[config.mk]
export PLATFORM = sky130hd
export DESIGN_NAME = mux_rr_arb
export DESIGN_NICKNAME = d
export VERILOG_FILES = /design/src/rtl/mux_rr_arb.sv
export SDC_FILE = /design/constraint.sdc
export NUM_CORES = 1
export LEC_CHECK = 0
export CELL_PAD_IN_SITES_DETAIL_PLACEMENT = 0
export CELL_PAD_IN_SITES_GLOBAL_PLACEMENT = 2
export CORE_MARGIN = 3
export CORE_UTILIZATION = 22
export CTS_CLUSTER_SIZE = 20
export DETAILED_ROUTE_END_ITERATION = 7
export GPL_TIMING_DRIVEN = 0
export PLACE_DENSITY_LB_ADDON = 0.1
export SLEW_MARGIN = 20
export SYNTH_ARGS = -nofsm -noshare
export SYNTH_HDL_FRONTEND = slang
export SYNTH_SLANG_ARGS = --single-unit
[constraint.sdc]
create_clock -name clk -period 3.4 [get_ports clk]
set_clock_uncertainty 0.1 [all_clocks]
set_input_delay 0.34 -clock clk [delete_from_list [all_inputs] [get_ports clk]]
set_output_delay 0.34 -clock clk [all_outputs]
set_load 0.03 [all_outputs]
[src/rtl/mux_rr_arb.sv]
`default_nettype none
// ============================================================================
//  Module   : mux_rr_arb
//  Purpose  : N-channel streaming merger with valid/ready handshaking,
//             fixed-select or round-robin arbitration and a one-beat
//             registered output stage.
//  Options  : MUX_RR_LOCK_EN - adds in_last and a packet lock so that a
//             multi-beat packet is never interleaved with other channels.
//  Revision : 1.0 - initial release
// ============================================================================
module mux_rr_arb #(
  parameter int WIDTH = 8,
  parameter int NCH   = 4,
  parameter int SELW  = $clog2(NCH)
) (
  input  logic                 clk,
  input  logic                 rst,
  input  logic [NCH*WIDTH-1:0] in_data,
  input  logic [NCH-1:0]       in_valid,
  output logic [NCH-1:0]       in_ready,
`ifdef MUX_RR_LOCK_EN
  input  logic [NCH-1:0]       in_last,
`endif
  input  logic                 mode,
  input  logic [SELW-1:0]      sel,
  output logic [WIDTH-1:0]     out_data,
  output logic [SELW-1:0]      out_ch,
  output logic                 out_valid,
  input  logic                 out_ready
);

  logic [WIDTH-1:0] r_out_data;
  logic [SELW-1:0]  r_out_ch;
  logic             r_out_valid;
  logic [SELW-1:0]  r_rr_ptr;

  logic             w_ld;
  logic             w_fix_vld;
  logic             w_rr_vld;
  logic [SELW-1:0]  w_rr_g;
  logic             w_gnt_vld;
  logic [SELW-1:0]  w_g;
  logic             w_xfer;
  logic             w_last_g;
  logic             w_rr_upd;
  logic [WIDTH-1:0] w_mux_data;

  // The output register can take a new beat when empty or being drained.
  assign w_ld   = !r_out_valid || out_ready;
  assign w_xfer = w_ld && w_gnt_vld;

  // Candidate grants for both modes; sel values beyond NCH-1 match nothing.
  always_comb begin
    logic [SELW:0] v_sum;
    w_fix_vld = 1'b0;
    w_rr_vld  = 1'b0;
    w_rr_g    = '0;
    for (int k = 0; k < NCH; k++) begin
      if (in_valid[k] && (sel == k[SELW-1:0])) w_fix_vld = 1'b1;
    end
    for (int i = 0; i < NCH; i++) begin
      v_sum = {1'b0, r_rr_ptr} + i[SELW:0];
      if (v_sum >= (SELW+1)'(NCH)) v_sum = v_sum - (SELW+1)'(NCH);
      if (!w_rr_vld && in_valid[v_sum[SELW-1:0]]) begin
        w_rr_vld = 1'b1;
        w_rr_g   = v_sum[SELW-1:0];
      end
    end
  end

`ifdef MUX_RR_LOCK_EN
  typedef enum logic [0:0] {ST_IDLE = 1'b0, ST_LOCKED = 1'b1} state_t;
  state_t          r_state;
  state_t          w_state_nxt;
  logic [SELW-1:0] r_lock_ch;
  logic            w_lock_vld;

  // Valid of the locked channel.
  always_comb begin
    w_lock_vld = 1'b0;
    for (int k = 0; k < NCH; k++) begin
      if (r_lock_ch == k[SELW-1:0]) w_lock_vld = in_valid[k];
    end
  end

  // Final grant: a locked packet owns the output regardless of mode/sel.
  always_comb begin
    w_gnt_vld = 1'b0;
    w_g       = '0;
    if (r_state == ST_LOCKED) begin
      w_gnt_vld = w_lock_vld;
      w_g       = r_lock_ch;
    end else if (mode) begin
      w_gnt_vld = w_rr_vld;
      w_g       = w_rr_g;
    end else begin
      w_gnt_vld = w_fix_vld;
      w_g       = sel;
    end
  end

  // End-of-packet flag of the granted channel.
  always_comb begin
    w_last_g = 1'b0;
    for (int k = 0; k < NCH; k++) begin
      if (w_g == k[SELW-1:0]) w_last_g = in_last[k];
    end
  end

  // Lock FSM next state: enter on a non-final beat, leave on the final one.
  always_comb begin
    w_state_nxt = r_state;
    case (r_state)
      ST_IDLE:   if (w_xfer && !w_last_g) w_state_nxt = ST_LOCKED;
      ST_LOCKED: if (w_xfer &&  w_last_g) w_state_nxt = ST_IDLE;
      default:   w_state_nxt = ST_IDLE;
    endcase
  end

  // Lock FSM state register.
  always_ff @(posedge clk or posedge rst) begin
    if (rst) r_state <= ST_IDLE;
    else     r_state <= w_state_nxt;
  end

  // Remember which channel opened the packet.
  always_ff @(posedge clk or posedge rst) begin
    if (rst)                                         r_lock_ch <= '0;
    else if (r_state == ST_IDLE && w_xfer && !w_last_g) r_lock_ch <= w_g;
  end

  // Pointer advances only when a whole packet has completed.
  assign w_rr_upd = w_xfer && mode && w_last_g;
`else
  // Final grant, arbitrated independently on every beat.
  always_comb begin
    w_gnt_vld = 1'b0;
    w_g       = '0;
    if (mode) begin
      w_gnt_vld = w_rr_vld;
      w_g       = w_rr_g;
    end else begin
      w_gnt_vld = w_fix_vld;
      w_g       = sel;
    end
  end

  assign w_last_g = 1'b1;
  assign w_rr_upd = w_xfer && mode && w_last_g;
`endif

  // One-hot ready toward the granted producer; never depends on in_data.
  always_comb begin
    in_ready = '0;
    if (w_xfer) in_ready[w_g] = 1'b1;
  end

  // Data path select of the granted channel.
  always_comb begin
    w_mux_data = '0;
    for (int k = 0; k < NCH; k++) begin
      if (w_g == k[SELW-1:0]) w_mux_data = in_data[k*WIDTH +: WIDTH];
    end
  end

  // Output beat register: load on transfer, empty when loading with no grant.
  always_ff @(posedge clk or posedge rst) begin
    if (rst) begin
      r_out_data  <= '0;
      r_out_ch    <= '0;
      r_out_valid <= 1'b0;
    end else if (w_ld) begin
      if (w_gnt_vld) begin
        r_out_data  <= w_mux_data;
        r_out_ch    <= w_g;
        r_out_valid <= 1'b1;
      end else begin
        r_out_valid <= 1'b0;
      end
    end
  end

  // Round-robin pointer: one past the last served channel, with wrap.
  always_ff @(posedge clk or posedge rst) begin
    if (rst)           r_rr_ptr <= '0;
    else if (w_rr_upd) r_rr_ptr <= (w_g == SELW'(NCH-1)) ? '0 : w_g + SELW'(1);
  end

  assign out_data  = r_out_data;
  assign out_ch    = r_out_ch;
  assign out_valid = r_out_valid;

endmodule
`default_nettype wire
## After elaboration in Yosys (flattened, before gate mapping)

Cells that the tools add are included.

- Flip-flop bits (word level): 13
- Word-level logic and storage cells: 81
- Output and inout port bits: 15
- Bits of input ports: 42

- $add $sub $neg: 8
- Equal/unequal tests: 6
- Reductions and logical operators: 18
- Mux-type cells: 35
- $lt $le $gt $ge: 10

Operator list:

| operator | count |
|---|---|
| 8-bit two-way mux | 4 |
| 2-bit two-way mux | 10 |
| 2-bit by 3-bit < comparator with 1-bit output (second input constant) | 5 |
| 1-bit two-way mux | 15 |
| 1-bit logical AND | 10 |
| 3-bit >= comparator (second input constant) | 3 |
| 1-bit binary-select mux with 2-bit select | 4 |
| 2-bit == test (second input constant) | 4 |
| 2-bit by 1-bit subtractor with 2-bit output (second input constant) | 4 |
| 2-bit by 2-bit adder with 3-bit output (second input constant) | 2 |
| 2-bit by 1-bit == test with 1-bit output (second input constant) | 2 |
| 1-bit logical NOT | 4 |
| 2-bit logical NOT | 2 |
| 4-bit two-way mux | 1 |
| 2-bit by 1-bit adder with 3-bit output (second input constant) | 1 |
| 2-bit by 3-bit >= comparator with 1-bit output (second input constant) | 1 |
| 2-bit by 1-bit adder with 2-bit output (second input constant) | 1 |
| 1-bit demux with 2-bit select | 1 |
| 2-bit by 1-bit >= comparator with 1-bit output (second input constant) | 1 |
| 2-bit AND reduction | 1 |
| 1-bit logical OR | 1 |

## Logic depth before layout (Yosys ltp)

- Depth in word-level cells: 20
- Depth in mapped cells: 13
- Mapped depth without buffers: 11

## Least setup slack after synthesis

OpenSTA, ideal clock, no wires.

- Path type: register to output
- From: register r_rr_ptr[0]
- To: output port in_ready[3]
- Cell stages (with the launch flop): 9
- Path buffers: 2
- Arrival time: 2.476 ns
- Slack: 0.484 ns
- Required time: 2.960 ns
- Cells stage by stage: dfrtp_1 -> inv_1 -> mux2_2 -> o21bai_1 -> a221oi_2 -> ha_1 -> clkbuf_1 -> buf_1 -> and2_1

- Word-level cells in the longest chain between the ends: 20
- Elaborated cells on any way between the ends: 46
- Classes of those cells: add/sub (7); order compare (6); mux (25); reduce/logical (8)

RTL lines:

| what | line | RTL |
|---|---|---|
| start: declaration | 35 | `logic [SELW-1:0] r_rr_ptr;` |
| start signal: assignment | 186 | `else if (w_rr_upd) r_rr_ptr <= (w_g == SELW'(NCH-1)) ? '0 : w_g + SELW'(1);` |
| parallel branches: the longest is 13 deep, another holds 2-bit by 1-bit adder with 3-bit output | - |  |
| 2-bit two-way mux * | 64 | `if (!w_rr_vld && in_valid[v_sum[SELW-1:0]]) begin` |
| 2-bit two-way mux * | 139 | `if (mode) begin` |
| net w_g[1] | 42 | `logic [SELW-1:0] w_g;` |
| 2-bit by 3-bit < comparator with 1-bit output (not written as such) or 2-bit by 1-bit >= comparator with 1-bit output (tied branches) | 155 | `if (w_xfer) in_ready[w_g] = 1'b1;` |
| 1-bit logical AND (not written as such) | 155 |  |
| 1-bit two-way mux (not written as such) | 155 |  |
| 1-bit demux with 2-bit select * | 155 |  |
| 4-bit two-way mux * | 155 |  |
| end: declaration | 20 | `output logic [NCH-1:0] in_ready,` |

Mark *: on every way through the listed nets, which the timed path passes. The select of a mux whose other input is x is not followed.

## Final worst setup path

- From: register r_rr_ptr[1]
- To: output port in_ready[3]

Same word-level chain as after synthesis.

==> results.py <==
metrics = {
    "outcome": {
        "status": "completed",
    },
    "floorplan": {
        "fp.dieArea_sq_mm": 0.00597,
        "die_width_microns": 77.3,
        "io-pin-count": 57,
        "row_count": 25,
        "die_h_microns": 77.3,
        "start_util_pct": 23.2,
        "coreArea_sq_mm": 0.00482,
    },
    "cells_and_area": {
        "nFillCells": 523,
        "area_growth_syn_to_layout_pct": 67.3,
        "antenna_cells": 0,
        "fin_cells": 240,
        "fin_nets": 220,
        "drive_above_1_share_pct": 20.8,
        "multi_input_area_sq_um": 796,
        "seqCellArea_sq_um": 325,
    },
    "place": {
        "hpwlAfterDp_mm": 2.86,
        "gp_congestion": 0.774,
        "dp_cells": 236,
        "place_ws_ns": -1.03,
        "port_buffers": 56,
    },
    "detailed_routing": {
        "m1WireLength_mm": 1.71,
        "first_pass_iters": 4,
        "routed_wl_mm": 3.62,
        "met3_length_microns": 159,
        "initialDrtViolationCount": 38,
        "routed.top_layer": "met3",
        "via_per_inst": 4.58,
        "drcViolationCount": 0,
        "vias": 1100,
        "wl_met2_mm": 1.74,
        "wl_per_cell_microns": 15.1,
        "ant_nets": 0,
    },
    "yosys": {
        "ys_seq_elements": 13,
        "yosysWarningCount": 0,
        "ys_seq_area_share_pct": 29.1,
        "synth_cell_type_count": 32,
        "avgSynthCellArea_sq_um": 9.89,
        "syn_inst": 113,
        "synth_nets": 159,
        "syn_area_sq_mm": 0.00112,
        "synth_top_area_share_pct": 29.1,
        "yosysTopAreaCell": "dfrtp_1",
        "synth_area_leaders": "dfrtp_1 (29%), mux2_4 (8.1%), mux2_2 (7.1%)",
    },
    "worst_hold_path": {
        "hp-class": "primary input to asynchronous set/reset pin",
    },
    "global_route": {
        "track_usage_pct": 12.3,
        "grt_pass1_vias": 1159,
        "grt_pass1_wl_mm": 5.96,
        "grt_antenna_before_repair": 0,
        "grt_max_degree": 14,
        "grt.overflow.total": 0,
    },
    "sta": {
        "max_freq_ghz": 0.308,
        "finalHoldViolCount": 0,
        "setup-violations-final": 0,
        "report.final.slew_viol_count": 0,
        "slew-limit-headroom_pct": 64.0,
        "post-route-period-util_pct": 95.5,
        "worstMarginPinSlew_ns": 0.540,
        "grt_setup_unrepaired": "yes",
        "tns_ns": 0,
        "period_minus_slack_ns": 3.25,
        "setup_slack_ns": 0.152,
    },
    "cts": {
        "cts_hold_buffers": 0,
        "htree_levels": 1,
        "clock-sinks": 13,
        "root_buffer": "clkbuf_8",
        "clk_pin_slew_worst_paths_ns": 0.06,
        "cts_made_buffers": 3,
        "clock_path_buffers": 2,
        "cts_tree": "yes",
        "clk-insertion-delay-late_ns": 0.25,
    },
    "flow_run": {
        "cap_viol_max_count": 0,
    },
    "setup_path": {
        "crit_path_cell_trace": "buf_6, nor2b_1, o21a_1, or2_4, a221oi_4, buf_4, ha_4, buf_2, and2_1, clkdlybuf4s15_2",
        "worstSetupStartpointType": "flop",
        "crit_buf_inv": 4,
        "cp_slowest_cell": "dfrtp_1",
        "critPathTopFamily": "buffers and inverters",
        "crit_type": "flop to primary output",
        "arrival_ns": 2.81,
        "max_stage_delay_ns": 0.37,
        "worstPathMaxFanout": 10,
        "required_ns": 2.96,
        "end_kind": "primary output",
    },
    "power_and_ir_drop": {
        "powerDensity_mw_per_mm2": 607,
        "p_leak_nw": 0.751,
        "peakVddDrop_mv": 0.316,
    },
}
==> flip-flops by register name, summed over array words and instances (netlist names) <==
| signal | flops |
|---|---|
| out_ch | 2 |
| out_data | 8 |
| out_valid | 1 |
| r_rr_ptr | 2 |
==> path summary, 6_finish.rpt <==
check / startpoint / end / slack (ns) / cells after the start
max in group asynchronous: rst / r_rr_ptr[0]$_DFFE_PP0P_ / 2.50 / 2
max reg2reg: r_rr_ptr[1]$_DFFE_PP0P_ / out_data[7]$_DFFE_PP0N_ / 0.35 / 12
min reg2reg: out_data[5]$_DFFE_PP0N_ / out_data[5]$_DFFE_PP0N_ / 0.41 / 1
min in group clk: out_data[5]$_DFFE_PP0N_ / out_data[5]$_DFFE_PP0N_ / 0.41 / 1
min: rst / out_data[3]$_DFFE_PP0N_ / 0.34 / 2
max: r_rr_ptr[1]$_DFFE_PP0P_ / in_ready[3] / 0.15 / 10
==> layout by cell type (no fill, tap or decap), drive strengths merged, types with 2 or more instances in the layout <==
cell type and n:
nand3 2, dfrtp 13, and2 4, o31ai 7, inv 6, mux2 13
dlygate4sd2 5, nand2b 2, o21ai 5, a21o 2, clkdlybuf4s15 2, a21oi 4
buf 4, nand3b 2, ha 4, nor2b 9, a221oi 9, mux2i 3
clkbuf 7, nand2 10, nor2 3, clkdlybuf4s50 48
==> cells in the mapped netlist <==
cell type / count
a22oi_1: 1
mux4_1: 1
buf_6: 2
mux2_4: 6
or2_4: 1
nor4_4: 1
o21ai_2: 1
dfrtp_1: 13
nand3b_1: 2
nor2b_1: 9
a221oi_2: 1
a21oi_1: 4
o21bai_1: 1
mux2_2: 7
a21o_1: 2
nor2_1: 3
a221oi_1: 8
and2_1: 4
nand2_1: 10
o21a_1: 1
a2111oi_0: 1
nand2b_1: 2
mux2i_1: 3
buf_1: 1
nand3_1: 2
o21ai_0: 4
inv_1: 6
o31ai_1: 7
nor3_1: 1
a31oi_4: 1
clkbuf_1: 3
ha_1: 4
==> report_power, final <==
group	internal [mW]	switching [mW]
combinational	0.359	0.373
sequential	0.221	0.0385
clock	0.0829	0.0601
total	0.663	0.472
==> what timing repair did <==
| action | in CTS | in global routing |
|---|---|---|
| buffers inserted | 1 | 0 |
| setup endpoints to repair | 10 | 7 |
| resized for setup | 21 | 7 |
| pin swaps | 1 | 0 |
==> final cells by class <==
cell class,count,share of cell area [%]
Timing Repair Buffer,57,29.9
Buffer,5,2.01
Inverter,6,1.20
Sequential cell,13,17.4
Clock buffer,4,2.41
Multi-Input combinational cell,88,42.6
Tap cell,67,4.48
==> per-layer routing <==
layer  vias up  track usage, %
met3         0            3.05
met4         0           0.534
li1        540               -
met5         -               0
met1       530            17.0
met2        30            20.3
==> stage by stage <==
stage	hold slack (ns)	total power [mW]	utilization [%]	cell area [sq um]
after floorplan	0.117	0.701	-	1120
after global placement	0.397	0.953	36.6	1760
after detailed placement	0.393	0.961	36.6	1760
after CTS	0.364	1.14	38.3	1850
after global routing	0.419	1.21	38.8	1870
final	0.341	1.14	38.8	1870
==> logic make-up after synthesis <==
| group | after synthesis | share of synthesized area [%] |
|---|---|---|
| mux | 17 | 20.2 |
| fa+ha+maj | 4 | 4.48 |
| simple gates | 35 | 18.1 |
| buf+inv | 12 | 5.37 |
| compound gates | 32 | 22.7 |
| flops | 13 | 29.1 |
Power figures use the tool's default switching activity.
